==> config.mk <==
export PLATFORM = sky130hd
export DESIGN_NAME = fetch_ctrl
export DESIGN_NICKNAME = d
export VERILOG_FILES = /design/src/rtl/fetch_ctrl.sv
export SDC_FILE = /design/constraint.sdc
export NUM_CORES = 1
export LEC_CHECK = 0
export CAP_MARGIN = 10
export CORE_AREA = 2 2 75 77
export DETAILED_ROUTE_END_ITERATION = 7
export DIE_AREA = 0 0 77 79
export PLACE_DENSITY = 0.83
export SYNTH_ARGS = -nofsm -noshare
export SYNTH_HDL_FRONTEND = slang
export SYNTH_SLANG_ARGS = --single-unit
==> constraint.sdc <==
create_clock -name i_clk -period 3.4 [get_ports i_clk]
set_clock_uncertainty 0.15 [all_clocks]
set_input_delay 0.34 -clock i_clk [delete_from_list [all_inputs] [get_ports i_clk]]
set_output_delay 0.34 -clock i_clk [all_outputs]
set_load 0.05 [all_outputs]
==> src/rtl/fetch_ctrl.sv <==
// Fetch-stage pipeline control: boot hold, branch redirect, load-use bubbles and
// terminal halt, with saturating stall/flush event counters.
module fetch_ctrl #(
   parameter int unsigned BOOT_CYC   = 4,
   parameter int unsigned LD_BUBBLES = 1,
   parameter int unsigned CNT_W      = 16
) (
   input  logic             i_clk,
   input  logic             i_rst,
   input  logic             i_br_taken,
   input  logic [31:0]      i_br_target,
   input  logic             i_ld_use,
   input  logic             i_halt,
   output logic             o_pc_en,
   output logic             o_pc_sel,
   output logic [31:0]      o_pc_br,
   output logic             o_stall_ifid,
   output logic             o_flush_ifid,
   output logic             o_flush_idex,
   output logic             o_halted,
   output logic [CNT_W-1:0] o_stall_cnt,
   output logic [CNT_W-1:0] o_flush_cnt
);

   typedef enum logic [1:0] {
      ST_BOOT,
      ST_RUN,
      ST_LDSTALL,
      ST_HALT
   } state_t;

   localparam logic [2:0] BOOT_INIT = 3'(BOOT_CYC - 1);
   localparam logic [2:0] LD_INIT   = 3'(LD_BUBBLES - 2);

   state_t           r_state;
   state_t           w_nextState;
   logic [2:0]       r_cnt;
   logic [2:0]       w_nextCnt;
   logic             w_incStall;
   logic             w_incFlush;
   logic [CNT_W-1:0] r_stallCnt;
   logic [CNT_W-1:0] r_flushCnt;

   always_ff @(posedge i_clk or negedge i_rst) begin
      if (!i_rst) begin
         r_state <= ST_BOOT;
         r_cnt   <= BOOT_INIT;
      end else begin
         r_state <= w_nextState;
         r_cnt   <= w_nextCnt;
      end
   end

   // Halt outranks a same-cycle branch so the halting instruction never redirects.
   always_comb begin
      w_nextState  = r_state;
      w_nextCnt    = r_cnt;
      w_incStall   = 1'b0;
      w_incFlush   = 1'b0;
      o_pc_en      = 1'b0;
      o_pc_sel     = 1'b0;
      o_pc_br      = 32'h0;
      o_stall_ifid = 1'b0;
      o_flush_ifid = 1'b0;
      o_flush_idex = 1'b0;
      o_halted     = 1'b0;
      case (r_state)
         ST_BOOT: begin
            o_flush_ifid = 1'b1;
            o_flush_idex = 1'b1;
            if (r_cnt == 3'd0) begin
               w_nextState = ST_RUN;
            end else begin
               w_nextCnt = r_cnt - 3'd1;
            end
         end
         ST_RUN: begin
            if (i_halt) begin
               o_flush_ifid = 1'b1;
               o_flush_idex = 1'b1;
               w_nextState  = ST_HALT;
            end else if (i_br_taken) begin
               o_pc_en      = 1'b1;
               o_pc_sel     = 1'b1;
               o_pc_br      = i_br_target;
               o_flush_ifid = 1'b1;
               o_flush_idex = 1'b1;
               w_incFlush   = 1'b1;
            end else if (i_ld_use) begin
               o_stall_ifid = 1'b1;
               o_flush_idex = 1'b1;
               w_incStall   = 1'b1;
               if (LD_BUBBLES > 1) begin
                  w_nextCnt   = LD_INIT;
                  w_nextState = ST_LDSTALL;
               end
            end else begin
               o_pc_en = 1'b1;
            end
         end
         ST_LDSTALL: begin
            if (i_halt) begin
               o_flush_ifid = 1'b1;
               o_flush_idex = 1'b1;
               w_nextState  = ST_HALT;
            end else if (i_br_taken) begin
               o_pc_en      = 1'b1;
               o_pc_sel     = 1'b1;
               o_pc_br      = i_br_target;
               o_flush_ifid = 1'b1;
               o_flush_idex = 1'b1;
               w_incFlush   = 1'b1;
               w_nextState  = ST_RUN;
            end else begin
               o_stall_ifid = 1'b1;
               o_flush_idex = 1'b1;
               w_incStall   = 1'b1;
               if (r_cnt == 3'd0) begin
                  w_nextState = ST_RUN;
               end else begin
                  w_nextCnt = r_cnt - 3'd1;
               end
            end
         end
         ST_HALT: begin
            o_halted     = 1'b1;
            o_flush_ifid = 1'b1;
         end
         default: begin
            w_nextState = ST_BOOT;
         end
      endcase
   end

   // Event counters stick at all-ones instead of wrapping.
   always_ff @(posedge i_clk or negedge i_rst) begin
      if (!i_rst) begin
         r_stallCnt <= '0;
         r_flushCnt <= '0;
      end else begin
         if (w_incStall && (r_stallCnt != '1)) begin
            r_stallCnt <= r_stallCnt + CNT_W'(1);
         end
         if (w_incFlush && (r_flushCnt != '1)) begin
            r_flushCnt <= r_flushCnt + CNT_W'(1);
         end
      end
   end

   assign o_stall_cnt = r_stallCnt;
   assign o_flush_cnt = r_flushCnt;

endmodule

# Yosys cells after proc, flatten, opt, wreduce, memory -nomap -nowiden
# Index checks and enable logic that the tools add are counted.
# Widths: inputs -> output; s select.
dict set report op_classes {
  n_reduce_logical 11
  add_sub_neg 3
  mux 31
  n_eq_ne 8
}
# operator n
set ops {}
lappend ops {{$mux 32} 3}
lappend ops {{$add 16x1->16 const B} 2}
lappend ops {{$ne 16x16->1 const B} 2}
lappend ops {{$mux 1} 15}
lappend ops {{$mux 3} 3}
lappend ops {{$mux 2} 4}
lappend ops {{$pmux 1 s2} 4}
lappend ops {{$ne 2x2->1 const B} 3}
lappend ops {{$pmux 2 s3} 1}
lappend ops {{$pmux 3 s2} 1}
lappend ops {{$reduce_or 2->1} 3}
lappend ops {{$eq 2x2->1 const B} 2}
lappend ops {{$logic_not 3->1} 1}
lappend ops {{$reduce_and 3->1} 1}
lappend ops {{$reduce_bool 3->1} 1}
lappend ops {{$sub 3x1->3 const B} 1}
lappend ops {{$eq 2x1->1 const B} 1}
lappend ops {{$logic_and 1x1->1} 2}
lappend ops {{$logic_not 2->1} 1}
lappend ops {{$reduce_and 2->1} 1}
lappend ops {{$reduce_bool 2->1} 1}
dict set report word_totals {
  ff_bits 37
}

# Depth between registers and ports, before layout
dict set report depth {
  word_depth 5
  mapped_depth 7
  mapped_depth_nobuf 7
}

# Least setup slack after synthesis
# Ideal clock, no wire load.
dict set report synth_timing {
  kind {reg2out}
  start {register r_state[0]}
  end {output port o_pc_br[22]}
  arrival_time_ns 2.237
  t_required_ns 2.910
  path_buffers 1
  slack_ns 0.673
  path_stages_with_launch 7
  path_cell_list {dfrtp_1 inv_1 ha_1 nand3b_1 clkinv_1 clkbuf_1 and2_1}
}
dict set report synth_between {
  elab_chain_cells 3
  word_cells_on_any_way 4
  classes_between {eq/ne (2); mux (1); reduce/logical (1)}
}
# item line_no
set synth_rtl {}
lappend synth_rtl {{start, declared} 35} ;# state_t r_state;
lappend synth_rtl {{start signal, assigned} 49} ;# r_state <= w_nextState;
lappend synth_rtl {{$eq 2x2->1 or $eq 2x1->1 (tied branches)} 67} ;# case (r_state)
lappend synth_rtl {{$reduce_or 2->1 (no line) (*)} n/a}
lappend synth_rtl {{$mux 32 (*)} n/a}
lappend synth_rtl {{end, declared} 16} ;# output logic [31:0] o_pc_br,
# Mark *: on every way between the ends. The rest lies on a longest branch, timed or not.

# Worst setup path after layout
dict set report layout_timing {
  start {register r_state[0]}
  end {output port o_stall_ifid}
}
dict set report layout_between {
  elab_chain_cells 2
  word_cells_on_any_way 3
  classes_between {eq/ne (2); mux (1)}
}
# item line_no
set layout_rtl {}
lappend layout_rtl {{$eq 2x2->1 or $eq 2x1->1 (tied branches)} 67}
lappend layout_rtl {{$pmux 1 s2 (*)} 67}
lappend layout_rtl {{end, declared} 17} ;# output logic o_stall_ifid,
# Marked as above.

==> impl_metrics.json <==
{
  "ctsHoldBuffers": 0,
  "rsz0062_at_grt": "no",
  "fmax_ghz": 0.323,
  "whs_ns": 0.318,
  "drt_drc_violations_left": 0,
  "synth_cells": 230,
  "antennaDiodeCount": 0,
  "finalHoldViolations": 0,
  "initial_core_util_pct": 42.1,
  "die_area_um2": 6080,
  "wire_per_inst_um": 14.1,
  "finalWirelength_um": 5800,
  "rows": 27,
  "gp_routability_congestion": 0.853,
  "fp.dieW_um": 77,
  "final_nets": 384,
  "syn-num-nets": 275,
  "root_buffer": "clkbuf_8",
  "yosysSeqAreaShare_pct": 41.3,
  "syn_area_um2": 2250,
  "crit_arrival_ns": 2.61,
  "period_share_pct": 91.2,
  "cellPowerDensity_nw_per_um2": 503,
  "avgSynthCellArea_um2": 9.78,
  "io_buffers": 106,
  "core_um2": 5340,
  "grt.total_usage_pct": 18.7,
  "drt_iter0_drc": 79,
  "drv_cap": 0,
  "endpoint_kind": "primary output",
  "synthToLayoutAreaGrowth_pct": 50.4,
  "cts.sinks": 37,
  "ys_ff_latch": 37,
  "worstPathRequired_ns": 2.91,
  "clk_pin_slew_worst_paths_ns": 0.07,
  "irDropWorstVdd_uv": 438,
  "worstSetupPathType": "flop to primary output",
  "hpwl_um": 4490,
  "cellLeakagePower_nw": 1.58,
  "cp_max_fo": 7,
  "vias": 2039,
  "drive_gt1_share_pct": 16.0,
  "slew_headroom_pct": 64.3,
  "worst_slew_pin_slew_ns": 0.534,
  "grt_pass1_wl_um": 9120,
  "grt_max_degree": 38,
  "hold_class": "input port to asynchronous set/reset pin",
  "drv_slew": 0,
  "power_mw": 1.70,
  "yosys_warnings": 0,
  "start_kind": "flop",
  "post-route-min-period_ns": 3.10,
  "run_status": "finished, final reports clean",
  "fin_setup_tns_ns": 0,
  "io_pins": 107,
  "grt-ovfl-total": 0,
  "vias_per_cell": 4.97,
  "cts_made_buffers": 5,
  "clk_path_buf_depth": 2,
  "post_cts_buffers": 0,
  "ctsResizeCount": 0,
  "antenna_found_initial": 0,
  "cts_tree": "done",
  "clk_latency_ns": 0.28,
  "cts.htree.levels": 2,
  "dieHeight_um": 79,
  "ys_types": 43,
  "drtPass1Iterations": 4,
  "grt_pass1_vias": 1898,
  "final-setup-viol-count": 0,
  "ant_nets": 0
}
==> power breakdown <==
part           leakage, nW  internal (mW)  total [mW]  switching (mW)
logic                 1.05          0.301       0.853           0.552
registers            0.484          0.494       0.572          0.0779
clock network       0.0399          0.135       0.276           0.141
==> Yosys cell counts (all sizes together) <==
master	number	share of area [%]
dfrtp	35	39
and2	33	9.3
nand4	14	3.9
nor2	12	2.1
xor2	12	4.7
inv	11	1.8
nand2	11	1.8
nand3	11	2.4
xnor2	11	4.3
and3	8	2.2
ha	8	4.5
a21oi	7	1.7
nor3	7	1.6
clkbuf	6	1.0
o21ai	6	1.3
mux2	5	2.7
nor4	5	4.1
and4	4	1.6
a31oi	3	0.83
dfstp	2	2.3
nand3b	2	0.67
o31ai	2	0.67
a221o	1	0.45
a221oi	1	0.39
a32oi	1	0.39
a41oi	1	0.39
and4b	1	0.45
buf	1	0.50
clkinv	1	0.17
mux2i	1	0.45
nand2b	1	0.28
nand4bb	1	0.50
nor2b	1	0.28
nor3b	1	0.33
o21a	1	0.33
o22ai	1	0.28
or3b	1	0.39
==> cell usage in the layout, fill, tap and decap left out, types with 8 or more instances in the layout <==
cell type | netlist | routed
inv_1 | 11 | 11
ha_1 | 8 | 8
buf_4 | 0 | 35
nand2_1 | 11 | 11
and2_1 | 32 | 32
and3_1 | 8 | 8
nand4_1 | 14 | 14
dfrtp_1 | 35 | 35
xor2_1 | 12 | 12
xnor2_1 | 11 | 11
nor2_1 | 11 | 11
nand3_1 | 11 | 11
clkdlybuf4s50_1 | 0 | 74
==> flip-flops by register name (all words and copies together), names as in the netlist <==
register,cells
r_state,2
r_cnt,3
o_flush_cnt,16
o_stall_cnt,16
==> metal layers <==
| metal | global-route usage, % | vias to the layer above | routed length [um] |
|---|---|---|---|
| met4 | 5.54 | 0 | 76 |
| li1 | - | 1025 | - |
| met2 | 30.0 | 51 | 2830 |
| met1 | 25.7 | 954 | 2630 |
| met5 | 0 | - | 0 |
| met3 | 3.64 | 9 | 264 |
==> final cells by class <==
cell class / instances / area (um^2)
flip-flops and latches: 37 / 928
fillers: 474 / 1960
repair buffers: 109 / 1000
clock buffers: 5 / 68.8
multi-input cells: 174 / 1240
inverters: 12 / 45.0
clock inverters: 1 / 5.00
well taps: 72 / 90.1
==> metrics by stage <==
step	util [%]	instance area [um^2]	setup slack, ns	std cells
finish	63.4	3380	0.300	410
global placement	62.0	3310	0.553	404
global route	63.4	3380	0.193	410
floorplan	-	2250	0.673	230
CTS	63.4	3380	0.301	410
detailed placement	62.0	3310	0.536	404
==> cell families after synthesis <==
family / synth area share, %
AO/OA/AOI/OAI: 6.79
XOR/XNOR: 8.96
multiplexers: 3.12
adder cells (fa/ha/maj): 4.45
flip-flops: 41.3
AND/OR/NAND/NOR: 31.9
buffers and inverters: 3.51
==> worst max-delay path, stage by stage (launching register included) <==
cell and delay, ns:
dfrtp_1 0.37, inv_1 0.09, ha_1 0.38, or3b_1 0.41, nor2_2 0.24, clkdlybuf4s50_1 0.85
==> worst paths after layout <==
kind,from,to,slack (ns),depth (start not counted)
worst max-delay path,r_state[0],o_stall_ifid,0.30,5
worst min-delay path,i_rst,o_stall_cnt[2],0.32,2
worst max register to register,r_state[0],o_flush_cnt[15],0.94,8
worst min register to register,r_cnt[2],r_cnt[2],0.32,1
max in group asynchronous,i_rst,r_cnt[1],2.41,2
min in group i_clk,r_cnt[2],r_cnt[2],0.32,1
(Power assumes the default switching activity.)
